File: src/rtl/lsu_pkg.sv
// Shared encodings for the load/store unit: funct3 access sizes and FSM states.
package lsu_pkg;

    localparam int WORD_BYTES = 4;

    localparam logic [2:0] SZ_B  = 3'b000;
    localparam logic [2:0] SZ_H  = 3'b001;
    localparam logic [2:0] SZ_W  = 3'b010;
    localparam logic [2:0] SZ_BU = 3'b100;
    localparam logic [2:0] SZ_HU = 3'b101;

    typedef enum logic [1:0] {
        ST_IDLE   = 2'd0,
        ST_ACCESS = 2'd1,
        ST_DONE   = 2'd2
    } lsu_state_t;

endpackage

File: src/rtl/lsu_align.sv
// Combinational lane logic: byte enables, store replication, alignment check, load extension.
module lsu_align
    import lsu_pkg::*;
(
    input  logic [2:0]            size,
    input  logic [1:0]            addr_lo,
    input  logic [31:0]           wdata,
    input  logic [31:0]           rdata_word,
    output logic [WORD_BYTES-1:0] be,
    output logic [31:0]           wdata_rep,
    output logic                  misaligned,
    output logic [31:0]           rdata_ext
);

    logic        is_b;
    logic        is_h;
    logic        is_signed;
    logic [31:0] lane;

    // Decode the size; anything that is not a byte or half access behaves as a word.
    always_comb begin
        is_b       = (size == SZ_B) || (size == SZ_BU);
        is_h       = (size == SZ_H) || (size == SZ_HU);
        is_signed  = (size == SZ_B) || (size == SZ_H);
        // Shifting the word right by the byte offset puts the addressed lane at bit 0;
        // aligned halves only ever use offsets 0 and 2.
        lane       = rdata_word >> {addr_lo, 3'b000};
        be         = '1;
        wdata_rep  = wdata;
        misaligned = 1'b0;
        rdata_ext  = rdata_word;
        if (is_b) begin
            be        = 4'b0001 << addr_lo;
            wdata_rep = {4{wdata[7:0]}};
            rdata_ext = is_signed ? {{24{lane[7]}}, lane[7:0]} : {24'd0, lane[7:0]};
        end else if (is_h) begin
            be         = 4'b0011 << addr_lo;
            wdata_rep  = {2{wdata[15:0]}};
            misaligned = addr_lo[0];
            rdata_ext  = is_signed ? {{16{lane[15]}}, lane[15:0]} : {16'd0, lane[15:0]};
        end else begin
            misaligned = (addr_lo != 2'b00);
        end
    end

endmodule

File: src/rtl/load_store_unit.sv
// Data-memory port: one load/store per request, req/ready handshake with timeout.
module load_store_unit
    import lsu_pkg::*;
#(
    parameter int TIMEOUT = 255
) (
    input  logic        clk,
    input  logic        reset,
    input  logic        req_valid,
    input  logic        req_we,
    input  logic [2:0]  size,
    input  logic [31:0] addr,
    input  logic [31:0] wdata,
    output logic        busy,
    output logic        done,
    output logic [31:0] rdata,
    output logic        misaligned,
    output logic        timeout_err,
    output logic        m_req,
    output logic        m_we,
    output logic [31:0] m_addr,
    output logic [3:0]  m_be,
    output logic [31:0] m_wdata,
    input  logic        m_ready,
    input  logic [31:0] m_rdata
);

    localparam logic [7:0] TO_LIMIT = 8'(TIMEOUT);

    lsu_state_t  state, state_nxt;
    logic        we_q;
    logic [2:0]  size_q;
    logic [1:0]  addr_lo_q;
    logic [7:0]  cnt;

    logic        accept, fin_ok, fin_to;
    logic [2:0]  al_size;
    logic [1:0]  al_lo;
    logic [3:0]  al_be;
    logic [31:0] al_wdata, al_rdata;
    logic        al_mis;

    // One aligner serves both phases: request inputs in IDLE, latched values afterwards.
    assign al_size = (state == ST_IDLE) ? size      : size_q;
    assign al_lo   = (state == ST_IDLE) ? addr[1:0] : addr_lo_q;

    lsu_align u_align (
        .size       (al_size),
        .addr_lo    (al_lo),
        .wdata      (wdata),
        .rdata_word (m_rdata),
        .be         (al_be),
        .wdata_rep  (al_wdata),
        .misaligned (al_mis),
        .rdata_ext  (al_rdata)
    );

    // State register.
    always_ff @(posedge clk) begin
        if (reset) state <= ST_IDLE;
        else       state <= state_nxt;
    end

    // Next-state and transition strobes; m_ready wins over an expiring counter.
    always_comb begin
        state_nxt = state;
        accept    = 1'b0;
        fin_ok    = 1'b0;
        fin_to    = 1'b0;
        case (state)
            ST_IDLE: begin
                if (req_valid) begin
                    accept    = 1'b1;
                    state_nxt = al_mis ? ST_DONE : ST_ACCESS;
                end
            end
            ST_ACCESS: begin
                if (m_ready) begin
                    fin_ok    = 1'b1;
                    state_nxt = ST_DONE;
                end else if (cnt == TO_LIMIT) begin
                    fin_to    = 1'b1;
                    state_nxt = ST_DONE;
                end
            end
            ST_DONE:  state_nxt = ST_IDLE;
            default:  state_nxt = ST_IDLE;
        endcase
    end

    // Registered outputs and latched request fields, all derived from the next state.
    always_ff @(posedge clk) begin
        if (reset) begin
            busy        <= 1'b0;
            done        <= 1'b0;
            m_req       <= 1'b0;
            m_we        <= 1'b0;
            m_addr      <= '0;
            m_be        <= '0;
            m_wdata     <= '0;
            rdata       <= '0;
            misaligned  <= 1'b0;
            timeout_err <= 1'b0;
            cnt         <= '0;
            we_q        <= 1'b0;
            size_q      <= '0;
            addr_lo_q   <= '0;
        end else begin
            busy  <= (state_nxt != ST_IDLE);
            done  <= (state_nxt == ST_DONE);
            m_req <= (state_nxt == ST_ACCESS);
            if (accept) begin
                we_q        <= req_we;
                size_q      <= size;
                addr_lo_q   <= addr[1:0];
                m_addr      <= {addr[31:2], 2'b00};
                m_be        <= req_we ? al_be : 4'b1111;
                m_wdata     <= al_wdata;
                m_we        <= req_we && !al_mis;
                misaligned  <= al_mis;
                timeout_err <= 1'b0;
                cnt         <= '0;
                if (al_mis) rdata <= '0;
            end
            if (state == ST_ACCESS && state_nxt == ST_ACCESS && cnt != 8'hFF)
                cnt <= cnt + 8'd1;
            if (fin_ok) begin
                m_we <= 1'b0;
                if (!we_q) rdata <= al_rdata;
            end
            if (fin_to) begin
                m_we        <= 1'b0;
                timeout_err <= 1'b1;
            end
        end
    end

endmodule

File: config.mk
export PLATFORM = sky130hd
export DESIGN_NAME = load_store_unit
export DESIGN_NICKNAME = d
export VERILOG_FILES = /design/src/rtl/lsu_pkg.sv /design/src/rtl/lsu_align.sv /design/src/rtl/load_store_unit.sv
export SDC_FILE = /design/constraint.sdc
export NUM_CORES = 1
export LEC_CHECK = 0
export BUFFER_PORTS_ARGS = -buffer_cell sky130_fd_sc_hd__buf_2
export CELL_PAD_IN_SITES_DETAIL_PLACEMENT = 1
export CELL_PAD_IN_SITES_GLOBAL_PLACEMENT = 2
export CORE_UTILIZATION = 27
export CTS_BUF_LIST = sky130_fd_sc_hd__clkbuf_4 sky130_fd_sc_hd__clkbuf_8 sky130_fd_sc_hd__clkbuf_16
export DETAILED_ROUTE_END_ITERATION = 16
export PLACE_DENSITY_LB_ADDON = 0.1
export SLEW_MARGIN = 15
export SYNTH_ARGS = -nofsm -noshare
export SYNTH_HDL_FRONTEND = slang
export SYNTH_HIERARCHICAL = 1
export SYNTH_SLANG_ARGS = --single-unit
File: constraint.sdc
create_clock -name clk -period 3.1 [get_ports clk]
set_input_delay 0.31 -clock clk [delete_from_list [all_inputs] [get_ports clk]]
set_output_delay 0.31 -clock clk [all_outputs]
set_load 0.05 [all_outputs]
Yosys cells after proc, flatten, opt, wreduce, memory -nomap -nowiden
Index checks and enable logic that the tools add are counted.
{ "op_classes": {"add_sub_neg": 1, "n_eq_ne": 8, "shift": 3, "n_mux": 33, "n_reduce_logical": 14} }
{ "ops": {"columns": ["cell", "n"], "rows": [
  ["$mux W32", 10],
  ["$shr A32 B5 Y16", 1],
  ["$mux W8", 2],
  ["$mux W4", 3],
  ["$mux W1", 11],
  ["$mux W2", 5],
  ["$add A8 B1 Y8 const B", 1],
  ["$eq A8 B8 Y1 const B", 1],
  ["$ne A8 B8 Y1 const B", 1],
  ["$reduce_bool A2 Y1", 4],
  ["$eq A3 B3 Y1 const B", 2],
  ["$eq A2 B1 Y1 const B", 2],
  ["$pmux W2 S2", 1],
  ["$shl A1 B2 Y4 const A", 1],
  ["$shl A2 B2 Y4 const A", 1],
  ["$eq A3 B1 Y1 const B", 1],
  ["$logic_and A1 B1 Y1", 3],
  ["$logic_not A3 Y1", 1],
  ["$logic_or A1 B1 Y1", 3],
  ["$mux W3", 1],
  ["$reduce_or A3 Y1", 1],
  ["$eq A2 B2 Y1 const B", 1],
  ["$logic_not A2 Y1", 1],
  ["$logic_not A1 Y1", 1]
]} }
{ "totals": {"register_bits": 120, "in_bits": 104, "output_inout_bits": 106, "elab_cells": 74} }

Depth between registers and ports, before layout
Gate-level depths: netlist of run 1.
{ "logic_depth": {"word_depth": 13, "ltp_mapped": 12, "ltp_nobuf": 8} }

Cells and area by module
The synthesis of run 1 kept the hierarchy.
{ "modules_own_cells": {"columns": ["mod", "n_inst", "cells_each", "area_per_inst_um2", "seq_area_each_um2"], "rows": [
  ["load_store_unit", 1, 512, 4317.9, 2402.3],
  ["lsu_align", 1, 191, 1316.3, 0.0]
]} }

Worst setup path before layout of run 1
OpenSTA, ideal clock, no wires.
{ "synth_timing": {"path_type": "register to register", "start": "register state[1]", "end": "register rdata[10]", "setup_time_ns": 0.066, "t_arrival_ns": 2.589, "t_required_ns": 3.034, "setup_slack_ns": 0.445, "path_stages_with_launch": 12, "n_path_buf": 3, "synth_period_minus_slack_ns": 2.655, "path_cell_list": "dfxtp_1 > nor2_1 > mux2_2 > buf_4 > inv_1 > clkbuf_1 > ha_1 > mux2i_1 > a21oi_1 > buf_2 > a22oi_1 > nor2_1"} }
{ "synth_via": {"elab_cells_between_ends": 25, "classes_between": "eq/ne (4); shift (1); mux (14); reduce/logical (6)"} }
{ "synth_lines": {"columns": ["item", "line_no", "text"], "rows": [
  ["from (decl)", "load_store_unit.sv:30", "lsu_state_t state, state_nxt;"],
  ["from (signal assigned)", "load_store_unit.sv:61", "else state <= state_nxt;"],
  ["$logic_not A2 Y1 (*)", "load_store_unit.sv:45", "assign al_lo = (state == ST_IDLE) ? addr[1:0] : addr_lo_q;"],
  ["$mux W2 (*)", "load_store_unit.sv:45", null],
  ["named net al_lo[1]", "load_store_unit.sv:38", "logic [1:0] al_lo;"],
  ["$reduce_bool A2 Y1 (*)", "lsu_align.sv:42", "misaligned = (addr_lo != 2'b00);"],
  ["$mux W1 (*)", "lsu_align.sv:36", "end else if (is_h) begin"],
  ["$mux W1 (*)", "lsu_align.sv:32", "if (is_b) begin"],
  ["named net al_mis", "load_store_unit.sv:41", "logic al_mis;"],
  ["$mux W32 (*)", "load_store_unit.sv:123", "if (al_mis) rdata <= '0;"],
  ["$mux W32 (*)", "load_store_unit.sv:112", "if (accept) begin"],
  ["$mux W32", "load_store_unit.sv:129", "if (!we_q) rdata <= al_rdata;"],
  ["$mux W32 (*)", "load_store_unit.sv:127", "if (fin_ok) begin"],
  ["to (signal assigned)", "load_store_unit.sv:129", null],
  ["to (decl)", "load_store_unit.sv:16", "output logic [31:0] rdata,"]
]} }
The timed path passes the listed nets; every way through them passes the cells marked *.
A chain may end at the register's enable or synchronous reset.

Worst setup path in the final report of run 1
{ "layout_timing": {"start": "register state[1]", "end": "register rdata[17]"} }
{ "layout_via": {"elab_cells_between_ends": 25, "classes_between": "eq/ne (4); shift (1); mux (14); reduce/logical (6)"} }
{ "layout_lines": {"columns": ["item", "line_no", "text"], "rows": [
  ["$logic_not A2 Y1 (*)", "load_store_unit.sv:45", null],
  ["$mux W2 (*)", "load_store_unit.sv:45", null],
  ["named net al_lo[1]", "load_store_unit.sv:38", null],
  ["$shr A32 B5 Y16 (*)", "lsu_align.sv:27", "lane = rdata_word >> {addr_lo, 3'b000};"],
  ["$mux W32", "lsu_align.sv:40", "rdata_ext = is_signed ? {{16{lane[15]}}, lane[15:0]} : {16'd0, lane[15:0]};"],
  ["$mux W32", "lsu_align.sv:36", null],
  ["$mux W32 (*)", "lsu_align.sv:32", null],
  ["named net al_rdata[17]", "load_store_unit.sv:40", "logic [31:0] al_wdata, al_rdata;"],
  ["$mux W32 (*)", "load_store_unit.sv:129", null],
  ["$mux W32 (*)", "load_store_unit.sv:127", null]
]} }
Marks and branches as above.

==> results of run 1 <==
stage by stage:
step,setup slack (ns),util (%),instances,power (µW)
2_1_floorplan,0.445,-,704,2890
3_3_place_gp,0.453,33.5,1127,3260
3_5_place_dp,0.365,33.5,1127,3290
4_1_cts,0.356,36.4,1159,5380
5_1_grt,0.0781,36.4,1159,5580
6_report,0.349,36.4,1160,5290
synthesized netlist by cell type (5+ instances only):
cell type  number  area [µm²]
clkbuf_1       33         124
o22a_1          7        61.3
a21boi_0        7        52.6
buf_2          17        85.1
buf_4          12        90.1
mux2_2         23         259
dfxtp_1       120        2400
a21oi_1        96         480
nor3_1          7        35.0
nor3b_1         5        37.5
ha_1            5        62.6
mux2i_1        17         170
nand2_1       168         631
a21o_1         16         120
nand3_1         8        40.0
o21ai_0        20         100
a22oi_1        41         308
nor2_1         51         191
path summary, 6_finish.rpt:
| path | startpoint | endpoint | slack, ns |
|---|---|---|---|
| worst max-delay path | state[1] | rdata[17] | 0.35 |
| worst min-delay path | addr[9] | m_addr[9] | 0.13 |
| worst max register to register | state[1] | rdata[17] | 0.35 |
| worst min register to register | m_addr[8] | m_addr[8] | 0.45 |
critical path, stage by stage, from the launching register on:
cell	delay, ns
dfxtp_1	0.31
nor2_1	0.32
mux2_2	0.37
nor2b_1	0.60
a22oi_1	0.25
a21oi_4	0.48
a21o_1	0.14
a22oi_1	0.07
nor2_1	0.12
layer usage:
layer	share of wire, %	track usage (%)
met4	1.0	4.90
met2	47	30.5
met5	0	0
met1	46	23.4
met3	5.9	5.94
cells by family after synthesis:
| family | Yosys count | synth area share (%) |
|---|---|---|
| AO/OA/AOI/OAI | 204 | 22.5 |
| adder cells (fa/ha/maj) | 5 | 1.11 |
| buffers and inverters | 69 | 6.04 |
| flip-flops | 120 | 42.6 |
| multiplexers | 40 | 7.62 |
| other | 1 | 0.0666 |
| AND/OR/NAND/NOR | 264 | 20.1 |
layout make-up:
cell class | count | share of cell area [%]
Tap cell | 270 | 4.55
Sequential cell | 120 | 32.4
Clock buffer | 20 | 6.04
Clock inverter | 12 | 2.04
Antenna cell | 1 | 0.0337
Multi-Input combinational cell | 515 | 39.4
Inverter | 2 | 0.101
Timing Repair Buffer | 220 | 15.5
power groups by stage:
stage	Sequential [µW]	Clock, µW	Combinational [µW]
floorplan	2140	0	741
global placement	1750	0	1510
detailed placement	1760	0	1530
CTS	1730	2110	1540
global route	1740	2190	1650
finish	1730	2050	1520
cell usage in the layout (no fill, tap or decap), types with 7 or more instances in the layout:
master and count:
a21boi_0 7, a21o_1 16, a21oi_1 95, a22oi_1 41, buf_2 206, buf_4 13, clkbuf_16 17, dfxtp_1 120
mux2_2 23, mux2i_1 17, nand2_1 168, nand3_1 8, nor2_1 51, nor3_1 7, o21ai_0 20, o22a_1 7
flip-flops by register name, summed over array words and instances (netlist names), 2 cells and up:
| register | count |
|---|---|
| addr_lo_q | 2 |
| state | 2 |
| size_q | 3 |
| cnt | 8 |
| m_addr | 30 |
| rdata | 32 |
| m_wdata | 32 |
| m_be | 4 |
==> impl_results.md, run 1 <==
- Status: complete, no violations
- Max_slew headroom: between 20% and 30%
- Share of flip-flops with an asynchronous set or reset: 0%
- # Post-CTS Setup Buffers: 0
- Critical Setup Path Class: register to register
- Slew @ Worst Pin: ~1.1 ns
- Via/cell ratio: just under 5
- Number of distinct library cells after synthesis: a little over 50
- Crit path arrival time: 3.09 ns
- Comb power frac: 28.7%
- Initial antenna violation count: 1
- Cell Int Power: between 3000 and 4000 µW
- Sw Share: between 30% and 40%
- Total congestion overflow: 0
- CTS Hold Bufs: 0
- Cell Pwr Density: 713 nW/µm²
- Ys Warns: 6
- Highest Clock Rate: approximately 360 MHz
- CTS tree: yes
- Clock power frac: approximately two fifths
- Max Transition Viols Final: 0
- Fillers: about 2500
- Syn Area/Cell: ~8.0 µm²
- Peak fanout along the critical path: 16
- # DRC: 0
- Post-route ant nets: 0
- Leakage: ~0.0034 µW
- Area delta synth->final: 31.7%
- Maxcap violations: 0
- Placer Congestion: 0.738
- WL final: between 15 and 20 mm
- Sequential power share: between 30% and 40%
- Placed cell areas: ~6800 µm²
- Clock net sink count: between 100 and 150
- WHS Path Cells: 3
- NetSw: 1870 µW
- Startpoint Class: register
- I/O Buffers: approximately 210
- Number of buffers created by CTS: 17
- Largest net degree at the start of global routing: slightly above 80
- Final Hold Fails: 0
- Clock skew: 0.0136 ns
- Post-cts sizing count: 0
- Initial Util: 27.7%
- Overall Global Routing Usage: between 10% and 20%
- Share of layout cells above drive strength 1: 31.9%
- Maximum vdd drop: ~370 µV
- CP Capture Type: register
- Multi-input gate area: between 2000 and 3000 µm²
- Vias: around 5600
- Die area: about 21000 µm²
- H-tree lvl count: 4
- I/O Pins: 210
- Endpoints failing setup: 0
- Die Height: approximately 150 µm
- First-pass GRT wire length: 31.3 mm
- First DRT Iteration DRCs: ~230
- Minimum clock period: 2.75 ns
- Cells on worst reg2reg path: 8
- Core footprint: between 20000 and 25000 µm²
- CTS root buf: clkbuf_16
- First drt pass iteration count: 4
- Hold WS: 0.130 ns
- Die width: about 150 µm
- Clock Path Buffers: 2
- Skew-Pair Late Insertion Delay: 0.42 ns
- Sequential cell area: between 2000 and 2500 µm²
- Cells after Synth: ~700
- Fin crit share: a little under 90%
- Clock slew at reported path FFs: about 0.06 ns
- CP required: approximately 3.4 ns
- Yosys reg bits: 120
- Vias in the first global route: 5700
- Fin area: 7420 µm²
- Worst Hold Class: primary input to register
- Predominant post-synthesis flop cell: dfxtp_1
- HPWL Detailed: roughly 14 mm
- Setup_tns: 0 ns
- Num rows: 52
- Number of synthesized flops with an enable pin: 0
- Routed WL per cell: between 15 and 20 µm
- Post-synthesis sequential area ratio: between 40% and 50%
- Mapped Area: between 5000 and 6000 µm²
- Unrepaired setup endpoints after global routing: false
- Nets: between 900 and 1000
Power figures use the tool's default switching activity.
==> run 2: changes to the inputs <==
--- a/config.mk
+++ b/config.mk
@@ -5,10 +5,11 @@
 export SDC_FILE = /design/constraint.sdc
 export NUM_CORES = 1
 export LEC_CHECK = 0
+export ABC_AREA = 1
 export BUFFER_PORTS_ARGS = -buffer_cell sky130_fd_sc_hd__buf_2
 export CELL_PAD_IN_SITES_DETAIL_PLACEMENT = 1
 export CELL_PAD_IN_SITES_GLOBAL_PLACEMENT = 2
-export CORE_UTILIZATION = 27
+export CORE_UTILIZATION = 26
 export CTS_BUF_LIST = sky130_fd_sc_hd__clkbuf_4 sky130_fd_sc_hd__clkbuf_8 sky130_fd_sc_hd__clkbuf_16
 export DETAILED_ROUTE_END_ITERATION = 16
 export PLACE_DENSITY_LB_ADDON = 0.1
==> impl_results.md, run 2 <==
- Setup_tns: 0 ns (unchanged)
- Worst reg2reg setup slack: 0.59 ns (+0.25 ns)
- Crit path launch: state[1]
- CTS Hold Bufs: 0 (unchanged)
- CTS tree: yes
- Vias: 6076 (+8.9%)
- Cells after Synth: 876 (+25%)
- Cell Int Power: 3440 µW (+0.46%)
- # Post-CTS Setup Buffers: 0 (unchanged)
- Post-cts sizing count: 0 (unchanged)
- Syn Area/Cell: 6.92 µm² (-14%)
- Largest registers: m_wdata x32, rdata x32, m_addr x30
- Largest net degree at the start of global routing: 86 (+3.6%)
- CTS root buf: clkbuf_16
- Die Height: 155 µm (+5.6%)
- Placer Congestion: 0.768 (+4.1%)
- H-tree lvl count: 4 (unchanged)
- Die width: 155 µm (+5.6%)
- Maxcap violations: 0 (unchanged)
- Met2 Use GR: 30.1% (-0.38 points)
- Synth top cells by count: nand2_1 (231), nor2_1 (167), dfxtp_1 (120), o21ai_0 (98), a21oi_1 (49)
- Status: complete, no violations
- Mapped Area: 6060 µm² (+7.6%)
- Clock skew: 0.00979 ns (-0.00381 ns)
- Grt met3 use: 4.20% (-1.7 points)
- Area delta synth->final: 27.1%
- Critical Setup Path Class: register to register
- Crit path capture: rdata[23]
- CP Capture Type: register
- Slowest stage cell, crit path: o21ai_4
- Peak fanout along the critical path: 21 (+5)
- Sequential power share: 31.2% (-1.4 points)
- Via/cell ratio: 4.43 (-7.9%)
- Yosys reg bits: 120 (unchanged)
- Number of buffers created by CTS: 17 (unchanged)
- Ant diodes: 0 (-1)
- Fin crit share: 80.8% (-7.9 points)
- Max_slew headroom: 36.8% (+8.4 points)
- Placed cell count: 1339 (+19%)
- Hold path start: addr[11]
- NetSw: 2350 µW (+26%)
- Total congestion overflow: 0 (unchanged)
- First-pass GRT wire length: 33.6 mm (+7.5%)
- I/O Buffers: 207 (unchanged)
- Clock Path Buffers: 2 (unchanged)
- Nets: 1154 (+17%)
- Skew-Pair Late Insertion Delay: 0.42 ns (about the same)
- Cell family with most CP delay: compound AO/OA/AOI/OAI gates
- Buf/Inv on CP: 3 (+3)
- Critical-path cell list: nor2_1, buf_4, o21ai_4, inv_2, nand2_4, o22ai_1, nand2_2, buf_4, nand2_1, a21oi_1
- Minimum clock period: 2.51 ns (-0.245 ns)
- Most common cell after layout, fill and taps aside: nand2_1
- Critical path depth: 10 (+2)
- Clock net sink count: 120 (unchanged)
- Initial Util: 26.6% (-1.1 points)
- CP required: 3.44 ns (about the same)
- Vias in the first global route: 6008 (+5.4%)
- Predominant post-synthesis flop cell: dfxtp_1
- Cells on worst reg2reg path: 10 (+2)
- Synth top area share: 39.6% (-3.0 points)
- Routed WL per cell: 15.6 µm (-7.6%)
- Num rows: 55 (+5.8%)
- Initial antenna violation count: 0 (-1)
- First DRT Iteration DRCs: 348 (+52%)
- CP max stage delay: 0.47 ns (-0.13 ns)
- Ys Warns: 6 (unchanged)
- Highest Clock Rate: 399 MHz (+9.8%)
- WL final: 21.4 mm (+9.2%)
- HPWL Detailed: 15.1 mm (+10%)
- Top post-synthesis cells by area: dfxtp_1 (40%), nand2_1 (14%), nor2_1 (10%), o21ai_0 (8.1%), a21oi_1 (4.0%)
- Cell Pwr Density: 752 nW/µm² (+5.4%)
- Number of synthesized flops with an enable pin: 0 (unchanged)
- Unrepaired setup endpoints after global routing: false
- Leakage: 0.00382 µW (+13%)
- I/O Pins: 210 (unchanged)
- Share of flip-flops with an asynchronous set or reset: 0% (unchanged)
- Crit path arrival time: 2.84 ns (-0.25 ns)
- FF-to-FF Start: state[1]
- Maximum vdd drop: 300 µV (-20%)
- Die area: 23900 µm² (+12%)
- Sw Share: 40.6% (+5.3 points)
- Post-route ant nets: 0 (unchanged)
- Final Hold Fails: 0 (unchanged)
- Post-synth top area cell: dfxtp_1
- Post-Layout Cell Count: 1371 (+18%)
- Met1 GRT Util: 23.6% (+0.25 points)
- Clock slew at reported path FFs: 0.06 ns (about the same)
- R2r endpoint: rdata[23]
- Endpoints failing setup: 0 (unchanged)
- Clock power frac: 35.2% (-3.4 points)
- First drt pass iteration count: 4 (unchanged)
- Fillers: 2928 (+15%)
- Grt peak-use layer: met2
- Most frequent CP cell: buf_4
- Commonest non-fill, non-tap cells in the layout: nand2_1 (230), buf_2 (207), nor2_1 (167)
- Worst Hold Class: primary input to register
- Startpoint Class: register
- Max Transition Viols Final: 0 (unchanged)
- Overall Global Routing Usage: 18.1% (-0.52 points)
- Comb power frac: 33.6% (+4.9 points)
- Share of layout cells above drive strength 1: 27.9% (-4.1 points)
- # DRC: 0 (unchanged)
- Number of distinct library cells after synthesis: 37 (-27%)
- Core footprint: 22800 µm² (+12%)
- Count leader, synth: nand2_1
- Slew @ Worst Pin: 0.948 ns (-0.126 ns)
- Post-synthesis sequential area ratio: 39.6% (-3.0 points)
## run 2: cell types whose count changed in the layout (fill, tap and decap cells not counted), sizes merged, moves of 16 or more
cell / change
mux2i: -17
nor2: +122
nand2: +72
mux2: -23
a21oi: -48
inv: +30
a22oi: -40
o21ai: +106
a21o: -16
nand3: +43
## run 2: cell type report
type | instances | area, µm² | share of cell area (%)
multi-input combinational | 660 | 3070 | 39.8
sequential | 120 | 2400 | 31.2
timing repair buffer | 218 | 1130 | 14.7
clock buffer | 18 | 439 | 5.70
tap | 313 | 392 | 5.08
clock inverter | 14 | 164 | 2.13
inverter | 28 | 108 | 1.40
## run 2: cell families after synthesis
kind of cell             Yosys count  share of synthesized area (%)
buffers and inverters             97                           10.1
XOR/XNOR                           2                          0.289
other                              1                         0.0619
adder cells (fa/ha/maj)            5                           1.03
AO/OA/AOI/OAI                    180                           15.0
AND/OR/NAND/NOR                  471                           33.8
flip-flops                       120                           39.6
## run 2: per-stage QoR
stage / total power (µW) / util, % / instance area [µm²] / worst slack (ns) / hold slack (ns)
4_1_cts: 5920 / 33.8 / 7700 / 0.493 / 0.126
5_1_grt: 6140 / 33.8 / 7700 / 0.323 / 0.136
3_5_place_dp: 3820 / 31.2 / 7100 / 0.546 / 0.445
2_1_floorplan: 3360 / - / 6070 / 0.762 / 0.379
6_report: 5790 / 33.8 / 7700 / 0.594 / 0.144
3_3_place_gp: 3820 / 31.2 / 7100 / 0.632 / 0.443
## run 2: worst min path at each step
stage,endpoint,slack [ns],cells after the start
2_1_floorplan,cnt[7],0.38,1
3_3_place_gp,size_q[2],0.44,2
3_5_place_dp,size_q[2],0.45,2
4_1_cts,m_addr[11],0.13,3
5_1_grt,m_addr[8],0.14,3
6_report,m_addr[11],0.14,3
## run 2: power by group through the flow
| stage | logic (µW) | registers, µW | clock network [µW] |
|---|---|---|---|
| floorplan | 951 | 2410 | 0 |
| global placement | 1990 | 1840 | 0 |
| detailed placement | 1980 | 1840 | 0 |
| CTS | 1990 | 1810 | 2120 |
| global route | 2140 | 1830 | 2170 |
| finish | 1940 | 1810 | 2040 |
## run 2: worst reg2reg max path: stages (launching register included)
cell,delay (ns)
dfxtp_1,0.37
nor2_1,0.06
buf_4,0.17
o21ai_4,0.47
inv_2,0.13
nand2_4,0.21
o22ai_1,0.15
nand2_2,0.32
buf_4,0.31
nand2_1,0.08
a21oi_1,0.16
## run 2: per-layer routing
| metal | wire [µm] | up-vias | part of all wire [%] |
|---|---|---|---|
| li1 | - | 3141 | - |
| met1 | 10400 | 2789 | 48 |
| met2 | 10000 | 136 | 47 |
| met3 | 890 | 10 | 4.2 |
| met4 | 138 | 0 | 0.64 |
| met5 | 0 | - | 0 |
